File: config.mk
export PLATFORM = sky130hd
export DESIGN_NAME = oscillator_trace_plotter
export DESIGN_NICKNAME = d
export VERILOG_FILES = /design/src/rtl/oscillator_trace_plotter.sv
export SDC_FILE = /design/constraint.sdc
export NUM_CORES = 1
export LEC_CHECK = 0
export BUFFER_PORTS_ARGS = -buffer_cell sky130_fd_sc_hd__buf_2
export CORE_MARGIN = 2
export CORE_UTILIZATION = 50
export DETAILED_ROUTE_END_ITERATION = 7
export PLACE_DENSITY = 0.83
export REMOVE_ABC_BUFFERS = 1
export SLEW_MARGIN = 20
export SYNTH_ARGS = -nofsm -noshare
export SYNTH_HDL_FRONTEND = slang
export SYNTH_SLANG_ARGS = --single-unit
File: constraint.sdc
create_clock -name CLOCK_50 -period 4.15 [get_ports CLOCK_50]
set_input_delay 0 -clock CLOCK_50 [delete_from_list [all_inputs] [get_ports CLOCK_50]]
set_output_delay 0 -clock CLOCK_50 [all_outputs]
set_load 0.05 [all_outputs]
File: src/rtl/oscillator_trace_plotter.sv
`default_nettype none
// ============================================================================
//  Module   : oscillator_trace_plotter
//  Purpose  : Decimates the x1/x2 oscillator state stream and draws a
//             scrolling strip-chart into the VGA framebuffer write port.
//             Each capture erases one column, plots the two trace pixels
//             and then advances to the next column.
//  Ports    : CLOCK_50 / reset (async, active-high) / restart (sync)
//             x1, x2        - signed 2.16 positions
//             sample_valid  - one pulse per integration step
//             decim         - capture every decim-th step (0 and 1 = every)
//             vga_xCoord, vga_yCoord, vga_color, w_en / wr_ack - write port
//             busy          - high whenever a strip is being drawn
//             dropped       - saturating count of captures lost while busy
//  Revision : 1.0 - initial release
// ============================================================================
module oscillator_trace_plotter #(
  parameter int         SCREEN_W = 640,
  parameter int         SCREEN_H = 480,
  parameter logic [7:0] BG_COLOR = 8'h00,
  parameter logic [7:0] C1_COLOR = 8'hE0,
  parameter logic [7:0] C2_COLOR = 8'h1C
) (
  input  logic        CLOCK_50,
  input  logic        reset,
  input  logic        restart,
  input  logic [17:0] x1,
  input  logic [17:0] x2,
  input  logic        sample_valid,
  input  logic [15:0] decim,
  output logic [9:0]  vga_xCoord,
  output logic [8:0]  vga_yCoord,
  output logic [7:0]  vga_color,
  output logic        w_en,
  input  logic        wr_ack,
  output logic        busy,
  output logic [7:0]  dropped
);

  localparam logic [2:0] c_st_idle    = 3'd0;
  localparam logic [2:0] c_st_erase   = 3'd1;
  localparam logic [2:0] c_st_plot1   = 3'd2;
  localparam logic [2:0] c_st_plot2   = 3'd3;
  localparam logic [2:0] c_st_advance = 3'd4;

  localparam logic [9:0] c_col_last  = 10'(SCREEN_W - 1);
  localparam logic [8:0] c_row_last  = 9'(SCREEN_H - 1);
  localparam logic [8:0] c_row1_max  = 9'(SCREEN_H / 2 - 1);
  localparam logic [8:0] c_row2_min  = 9'(SCREEN_H / 2);
  // Trace centre lines and clamp limits in the signed 11-bit row domain.
  localparam logic signed [10:0] c_mid1    = 11'(SCREEN_H / 4);
  localparam logic signed [10:0] c_mid2    = 11'(3 * SCREEN_H / 4);
  localparam logic signed [10:0] c_hi1_s   = 11'(SCREEN_H / 2 - 1);
  localparam logic signed [10:0] c_lo2_s   = 11'(SCREEN_H / 2);
  localparam logic signed [10:0] c_hi2_s   = 11'(SCREEN_H - 1);

  logic [2:0]  r_state, w_state_n;
  logic [9:0]  r_col, w_col_n;
  logic [8:0]  r_row_cnt, w_row_cnt_n;
  logic [15:0] r_dcnt, w_dcnt_n;
  logic [17:0] r_x1, r_x2, w_x1_n, w_x2_n;
  logic [7:0]  w_dropped_n;

  logic [15:0] w_dlim, w_dinc;
  logic        w_capture, w_accept;

  logic signed [10:0] w_t1, w_t2, w_d1, w_d2;
  logic [8:0]  w_row1, w_row2;

  logic        w_wen_n, w_busy_n;
  logic [9:0]  w_xc_n;
  logic [8:0]  w_yc_n;
  logic [7:0]  w_color_n;

  // Capture detection. dcnt never exceeds 65534, so the increment cannot wrap.
  always_comb begin
    w_dlim    = (decim == 16'd0) ? 16'd1 : decim;
    w_dinc    = r_dcnt + 16'd1;
    w_capture = sample_valid && (w_dinc >= w_dlim);
    w_accept  = w_en & wr_ack;
  end

  // ---------------------------------------------------------------- FSM
  always_ff @(posedge CLOCK_50 or posedge reset) begin
    if (reset) r_state <= c_st_idle;
    else       r_state <= w_state_n;
  end

  always_comb begin
    w_state_n = r_state;
    if (restart) begin
      w_state_n = c_st_idle;
    end else begin
      case (r_state)
        c_st_idle:    if (w_capture) w_state_n = c_st_erase;
        c_st_erase:   if (w_accept && r_row_cnt == c_row_last) w_state_n = c_st_plot1;
        c_st_plot1:   if (w_accept) w_state_n = c_st_plot2;
        c_st_plot2:   if (w_accept) w_state_n = c_st_advance;
        c_st_advance: w_state_n = c_st_idle;
        default:      w_state_n = c_st_idle;
      endcase
    end
  end

  // Outputs are registered, so they are derived from next-cycle values.
  always_comb begin
    w_wen_n   = 1'b0;
    w_xc_n    = w_col_n;
    w_yc_n    = 9'd0;
    w_color_n = 8'd0;
    w_busy_n  = (w_state_n != c_st_idle);
    case (w_state_n)
      c_st_erase: begin
        w_wen_n   = 1'b1;
        w_yc_n    = w_row_cnt_n;
        w_color_n = BG_COLOR;
      end
      c_st_plot1: begin
        w_wen_n   = 1'b1;
        w_yc_n    = w_row1;
        w_color_n = C1_COLOR;
      end
      c_st_plot2: begin
        w_wen_n   = 1'b1;
        w_yc_n    = w_row2;
        w_color_n = C2_COLOR;
      end
      default: ;
    endcase
  end

  // ---------------------------------------------------------- datapath
  always_comb begin
    w_col_n     = r_col;
    w_row_cnt_n = r_row_cnt;
    w_x1_n      = r_x1;
    w_x2_n      = r_x2;
    w_dropped_n = dropped;
    w_dcnt_n    = sample_valid ? (w_capture ? 16'd0 : w_dinc) : r_dcnt;
    if (restart) begin
      // Restart overrides any same-cycle capture; the drop count survives.
      w_col_n     = 10'd0;
      w_row_cnt_n = 9'd0;
      w_x1_n      = 18'd0;
      w_x2_n      = 18'd0;
      w_dcnt_n    = 16'd0;
    end else begin
      if (w_capture) begin
        if (r_state == c_st_idle) begin
          w_x1_n      = x1;
          w_x2_n      = x2;
          w_row_cnt_n = 9'd0;
        end else if (dropped != 8'hFF) begin
          w_dropped_n = dropped + 8'd1;
        end
      end
      if (r_state == c_st_erase && w_accept)
        w_row_cnt_n = (r_row_cnt == c_row_last) ? 9'd0 : r_row_cnt + 9'd1;
      if (r_state == c_st_advance)
        w_col_n = (r_col == c_col_last) ? 10'd0 : r_col + 10'd1;
    end
  end

  // Row mapping: the top 8 bits of a 2.16 value are x >>> 10 (+-2.0 -> +-128).
  always_comb begin
    w_t1 = {{3{w_x1_n[17]}}, w_x1_n[17:10]};
    w_t2 = {{3{w_x2_n[17]}}, w_x2_n[17:10]};
    w_d1 = c_mid1 - w_t1;
    w_d2 = c_mid2 - w_t2;
    if (w_d1 < 11'sd0)        w_row1 = 9'd0;
    else if (w_d1 > c_hi1_s)  w_row1 = c_row1_max;
    else                      w_row1 = w_d1[8:0];
    if (w_d2 < c_lo2_s)       w_row2 = c_row2_min;
    else if (w_d2 > c_hi2_s)  w_row2 = c_row_last;
    else                      w_row2 = w_d2[8:0];
  end

  always_ff @(posedge CLOCK_50 or posedge reset) begin
    if (reset) begin
      r_col     <= 10'd0;
      r_row_cnt <= 9'd0;
      r_dcnt    <= 16'd0;
      r_x1      <= 18'd0;
      r_x2      <= 18'd0;
    end else begin
      r_col     <= w_col_n;
      r_row_cnt <= w_row_cnt_n;
      r_dcnt    <= w_dcnt_n;
      r_x1      <= w_x1_n;
      r_x2      <= w_x2_n;
    end
  end

  always_ff @(posedge CLOCK_50 or posedge reset) begin
    if (reset) begin
      vga_xCoord <= 10'd0;
      vga_yCoord <= 9'd0;
      vga_color  <= 8'd0;
      w_en       <= 1'b0;
      busy       <= 1'b0;
      dropped    <= 8'd0;
    end else begin
      vga_xCoord <= w_xc_n;
      vga_yCoord <= w_yc_n;
      vga_color  <= w_color_n;
      w_en       <= w_wen_n;
      busy       <= w_busy_n;
      dropped    <= w_dropped_n;
    end
  end

endmodule
`default_nettype wire

; ---- Word level (Yosys, flattened, before mapping)
; Cells that the tools add are included.
[word_totals]
reg_bits = 81
latchBits = 0
mem_bits_rw = 0
mem_bits_ro = 0
input_bits = 57
output_inout_bits = 37
word_cells = 76
memories = 0
[classes]
n_addsub = 6
multipliers = 0
n_div = 0
n_lt_le_gt_ge = 5
eq_ne = 10
shifts = 0
muxes = 31
bitwise_logic = 3
n_reduce_logical = 10
[op_table]
columns = cell, n
row1 = 2-to-1 mux 18 bit, 6
row2 = 2-to-1 mux 9 bit, 9
row3 = 2-to-1 mux 16 bit, 4
row4 = 2-to-1 mux 10 bit, 3
row5 = case mux 9 bit (3 select lines), 1
row6 = "adder 16 x 1 -> 16 bit, second input constant", 1
row7 = greater-or-equal comparator 16 bit, 1
row8 = zero test 16 bit, 1
row9 = case mux 8 bit (2 select lines), 1
row10 = 2-to-1 mux 3 bit, 5
row11 = "equality test 3 x 2 -> 1 bit, second input constant", 4
row12 = case mux 3 bit (4 select lines), 1
row13 = "> comparator 11 x 10 -> 1 bit, second input constant", 1
row14 = "< comparator 11 x 9 -> 1 bit, second input constant", 1
row15 = "subtractor 10 x 8 -> 11 bit, first input constant", 1
row16 = "adder 10 x 1 -> 10 bit, second input constant", 1
row17 = "equality test 10 bit, second input constant", 1
row18 = "adder 9 x 1 -> 9 bit, second input constant", 1
row19 = "equality test 9 bit, second input constant", 1
row20 = "> comparator 9 bit, second input constant", 1
row21 = "< comparator 9 x 1 -> 1 bit, second input constant", 1
row22 = "subtractor 8 x 8 -> 9 bit, first input constant", 1
row23 = "adder 8 x 1 -> 8 bit, second input constant", 1
row24 = "inequality test 8 bit, second input constant", 1
row25 = other kinds (11), 16

; ---- Logic depth before layout (Yosys ltp)
[logic_depth]
depth_word = 11
ltp_mapped = 23
mapped_depth_nobuf = 21

; ---- Worst setup path after synthesis
; No wires, ideal clock.
[synth_timing]
path_kind = flip-flop to flip-flop
start = reg r_dcnt[0]
end = reg vga_yCoord[4]
setup_ns = 0.096
arrival_ns = 4.487
required_ns = 4.054
setup_slack_ns = -0.433
path_stages_with_launch = 23
n_path_buf = 2
synth_period_minus_slack_ns = 4.583
cell_sequence = dfrtp_1 ha_1 nand3_1 nor3_1 and3_1 xor2_1 ha_1 nand4_1 a211oi_1 a32oi_2 a21boi_4 buf_6 buf_4 mux2i_1 or2_2 ha_1 inv_1 a311oi_1 o21ba_2 o21a_4 nor4_4 nor3_1 o32ai_2
[synth_via]
elab_chain_cells = 10
[synth_lines]
columns = item, line
row1 = start: declaration, 60  ; logic [15:0] r_dcnt, w_dcnt_n;
row2 = start signal: assignment, 188  ; r_dcnt <= w_dcnt_n;
row3 = adder 16 x 1 -> 16 bit *, 78  ; w_dinc = r_dcnt + 16'd1;
row4 = greater-or-equal comparator 16 bit *, 79  ; w_capture = sample_valid && (w_dinc >= w_dlim);
row5 = logical AND 1 bit *, 79
row6 = 2-to-1 mux 18 bit, 148  ; if (w_capture) begin
row7 = 2-to-1 mux 18 bit, 140  ; if (restart) begin
row8 = subtractor 10 x 8 -> 11 bit or subtractor 8 x 8 -> 9 bit (tied branches), "169, 168"
row9 = > comparator 11 x 10 -> 1 bit or > comparator 9 bit (tied branches), "174, 171"
row10 = 2-to-1 mux 9 bit (on tied branches), "174, 171"
row11 = 2-to-1 mux 9 bit (on tied branches), "173, 170"
row12 = case mux 9 bit (3 select lines) *, 112  ; case (w_state_n)
row13 = net w_yc_n[4], 72  ; logic [8:0] w_yc_n;
row14 = end signal: assignment, 204  ; vga_yCoord <= w_yc_n;
row15 = end: declaration, 32  ; output logic [8:0] vga_yCoord,
; Mark *: on every way through the listed nets, which the timed path passes. The rest lies on a longest branch. The select of a mux whose other input is x is not followed.
; A chain may end at the register's enable or synchronous reset.

; ---- Worst setup path after layout
[layout_timing]
start = reg r_dcnt[0]
end = reg vga_yCoord[2]
[layout_via]
elab_chain_cells = 10
[layout_lines]
columns = item, line
row1 = adder 16 x 1 -> 16 bit *, 78
row2 = greater-or-equal comparator 16 bit *, 79
row3 = logical AND 1 bit *, 79
row4 = 2-to-1 mux 18 bit *, 148
row5 = 2-to-1 mux 18 bit *, 140
row6 = subtractor 10 x 8 -> 11 bit *, 169  ; w_d2 = c_mid2 - w_t2;
row7 = net w_d2[0], 67  ; logic signed [10:0] w_t1, w_t2, w_d1, w_d2;
row8 = > comparator 11 x 10 -> 1 bit, 174  ; else if (w_d2 > c_hi2_s) w_row2 = c_row_last;
row9 = 2-to-1 mux 9 bit, 174
row10 = 2-to-1 mux 9 bit *, 173  ; if (w_d2 < c_lo2_s) w_row2 = c_row2_min;
row11 = case mux 9 bit (3 select lines) *, 112
row12 = net w_yc_n[2], 72
; Marked as above.

==> metrics.txt <==
outcome finished with violations; failing checks setup timing; H-tree Lvls 3; area delta synth->final 29.8%; Final Worst Setup Slack -394 ps; Post-DP HPWL roughly 9100 um; Post-Syn Area 4730 um2; diode count 0; Hold Vio Cnt, Final 0; top-count cell post-synth dfrtp_1; worst-margin pin slew between 900 and 1000 ps; Sink Count 75; routed length per placed instance approximately 18 um; fin nets roughly 730; cell taking the most area after synthesis dfrtp_1; # rows 35; M3 GR Usage 0.0386; Inserted Clock Buffers 9; asr flop ratio synth 1.00; die height roughly 100 um; die span in x just over 100 um; gp weighted congestion 0.972; routed vias 4,556; crit start category flip-flop; Post-synth EDFFs 0; Via density ~6.0; post-route cell area 6140 um2; MaxCap Viol Count 0; Mapped Avg Cell Area 9.30 um2; cell count after synthesis 509; CTS tree yes; overall power 1.50 mW; VDD IR max 0.196 mV; met2 usage in global routing 0.438; Pre-Repair DR Iteration Count 5; Routed Antenna Nets 0; Die Area between 10,000 and 15,000 um2; synth cell count leaders dfrtp_1 (75), nor2_1 (51), nand2_1 (43); vias in the first global route 4,405; GRT Total Usage 0.259; Pleak 3.07 nW; highest clock rate 220 MHz; critical-path maximum fanout 4; pin count of the biggest net entering global routing 48; hold crit path type in2reg; warnings from Yosys 0; Area contributors post-synth dfrtp_1 (40%), ha_1 (6.3%), xnor2_1 (4.1%); register bit total from synthesis 75; CTS clk-pin slew, worst paths 90 ps; setup TNS -2910 ps; CORE AREA about 9200 um2; boundary pin count 94; sequential fraction of the synthesis area 0.397; Layout Skew 12.1 ps; first-pass GRT wire length 21,100 um; placed cell area 5530 um2; Starting Density 0.515; setup violators final 9; initial antenna violation count 0; layout cells sized above 1 0.324; Root Buffer Master clkbuf_8; max-slew violation count 0; Worst-Skew Late Latency 350 ps; PwrDens 245 nW/um2; Hold Slack 4.05 ps; Rel. slew slack 0.386; Worst EP arrival between 4000 and 5000 ps; GR met1 Demand/Resource 0.337; drt total wl between 10,000 and 15,000 um; Clock Path Buffers 2; detailed router's first-iteration violation count 343; post-route clock period utilization 1.09; Period minus WS final ~4500 ps; Post-synth top flop dfrtp_1; IO Port Bufs 71; DRC viols 0; Yosys top cell area share 0.397; global route hottest layer met2; Crit Path Category reg2reg; Netlist cell types 67; unrepaired setup endpoints after global routing true; Worst Path Required 4370 ps; Crit. End Element flip-flop; GRT overflow 0; fillers 722
registers in the layout (all words and copies together), names as in the netlist:
register	count
r_dcnt	16
vga_color	2
r_state	3
w_en	1
vga_xCoord	10
r_x1	8
r_x2	8
busy	1
dropped	8
vga_yCoord	9
r_row_cnt	9
final timing paths:
check	start	endpoint	slack, ps	cells after the start
setup / recovery	r_dcnt[0]	vga_yCoord[2]	-390	21
max in group asynchronous	reset	r_x2[12]	2910	4
hold / removal	x1[15]	r_x1[15]	4	3
hold reg to reg	dropped[5]	dropped[5]	490	1
setup reg to reg	r_dcnt[0]	vga_yCoord[2]	-390	21
min in group asynchronous	reset	dropped[3]	330	3
placed cells by master (no fill, tap or decap), types with 6 or more instances in the layout:
cell type | netlist | final
a21oi_1 | 23 | 20
a31oi_1 | 7 | 7
a32o_1 | 16 | 16
and3_1 | 10 | 9
buf_2 | 3 | 71
buf_4 | 7 | 71
clkbuf_8 | 0 | 10
dfrtp_1 | 75 | 75
ha_1 | 24 | 20
inv_1 | 32 | 30
mux2i_1 | 16 | 16
nand2_1 | 43 | 42
nand3_1 | 18 | 16
nand4_1 | 10 | 10
nor2_1 | 51 | 48
nor3_1 | 15 | 12
o211ai_1 | 6 | 6
o21ai_0 | 19 | 17
xnor2_1 | 22 | 20
xor2_1 | 21 | 19
metal layers:
metal | part of all wire | vias up
li1 | - | 2094
met1 | 0.42 | 2179
met2 | 0.48 | 240
met3 | 0.071 | 43
met4 | 0.028 | 0
met5 | 0 | -
power breakdown:
part	leakage [nW]	switching (mW)	internal, mW
logic	1.91	0.0697	0.0415
clock network	0.113	0.299	0.360
registers	1.05	0.00176	0.732
timing repair:
action | CTS | global route
endpoints found under the hold margin | 48 | 0
buffers inserted | 11 | 7
setup endpoints to repair | 9 | 9
resized for setup | 28 | 14
pin swaps | 11 | 25
hold buffers | 3 | 0
critical path: stages, from the launching register on:
cell and delay (ps):
dfrtp_1 400, and3_1 180, nand3_1 130, nor3_2 310, and4_4 290, xor2_2 80, ha_1 330, nand4_1 130
or3_4 420, and3_4 200, a21boi_4 200, mux2i_1 210, nor2_1 80, inv_1 120, ha_4 160, inv_4 40
a311oi_4 240, o21ba_4 230, o21a_4 170, nor3_4 50, a32oi_2 300, o211ai_1 150
kinds of logic after synthesis:
logic type / after synthesis / share of synthesized area
and+or+nand+nor: 188 / 0.204
AOI/OAI and AO/OA: 104 / 0.163
DFF: 75 / 0.397
buffers and inverters: 55 / 0.0516
xor gates and xnor gates: 43 / 0.0796
adders and majority gates: 24 / 0.0635
muxes: 19 / 0.0410
other: 1 / 0.000792
per-stage QoR:
| step | instances | setup slack, ps | util |
|---|---|---|---|
| after global routing | 763 | -547 | 0.668 |
| after CTS | 756 | -190 | 0.652 |
| final | 763 | -394 | 0.668 |
| after floorplan | 488 | -504 | - |
| after global placement | 726 | -147 | 0.601 |
| after detailed placement | 726 | -405 | 0.601 |
area by class of cell:
cell class,count,area [um2],share of cell area
Timing Repair Buffer,148,952,0.155
Sequential cell,75,1880,0.306
Clock buffer,10,138,0.0224
Clock inverter,6,93.8,0.0153
Inverter,33,128,0.0208
Multi-Input combinational cell,380,2820,0.458
Tap cell,111,139,0.0226
(Power assumes the default switching activity.)
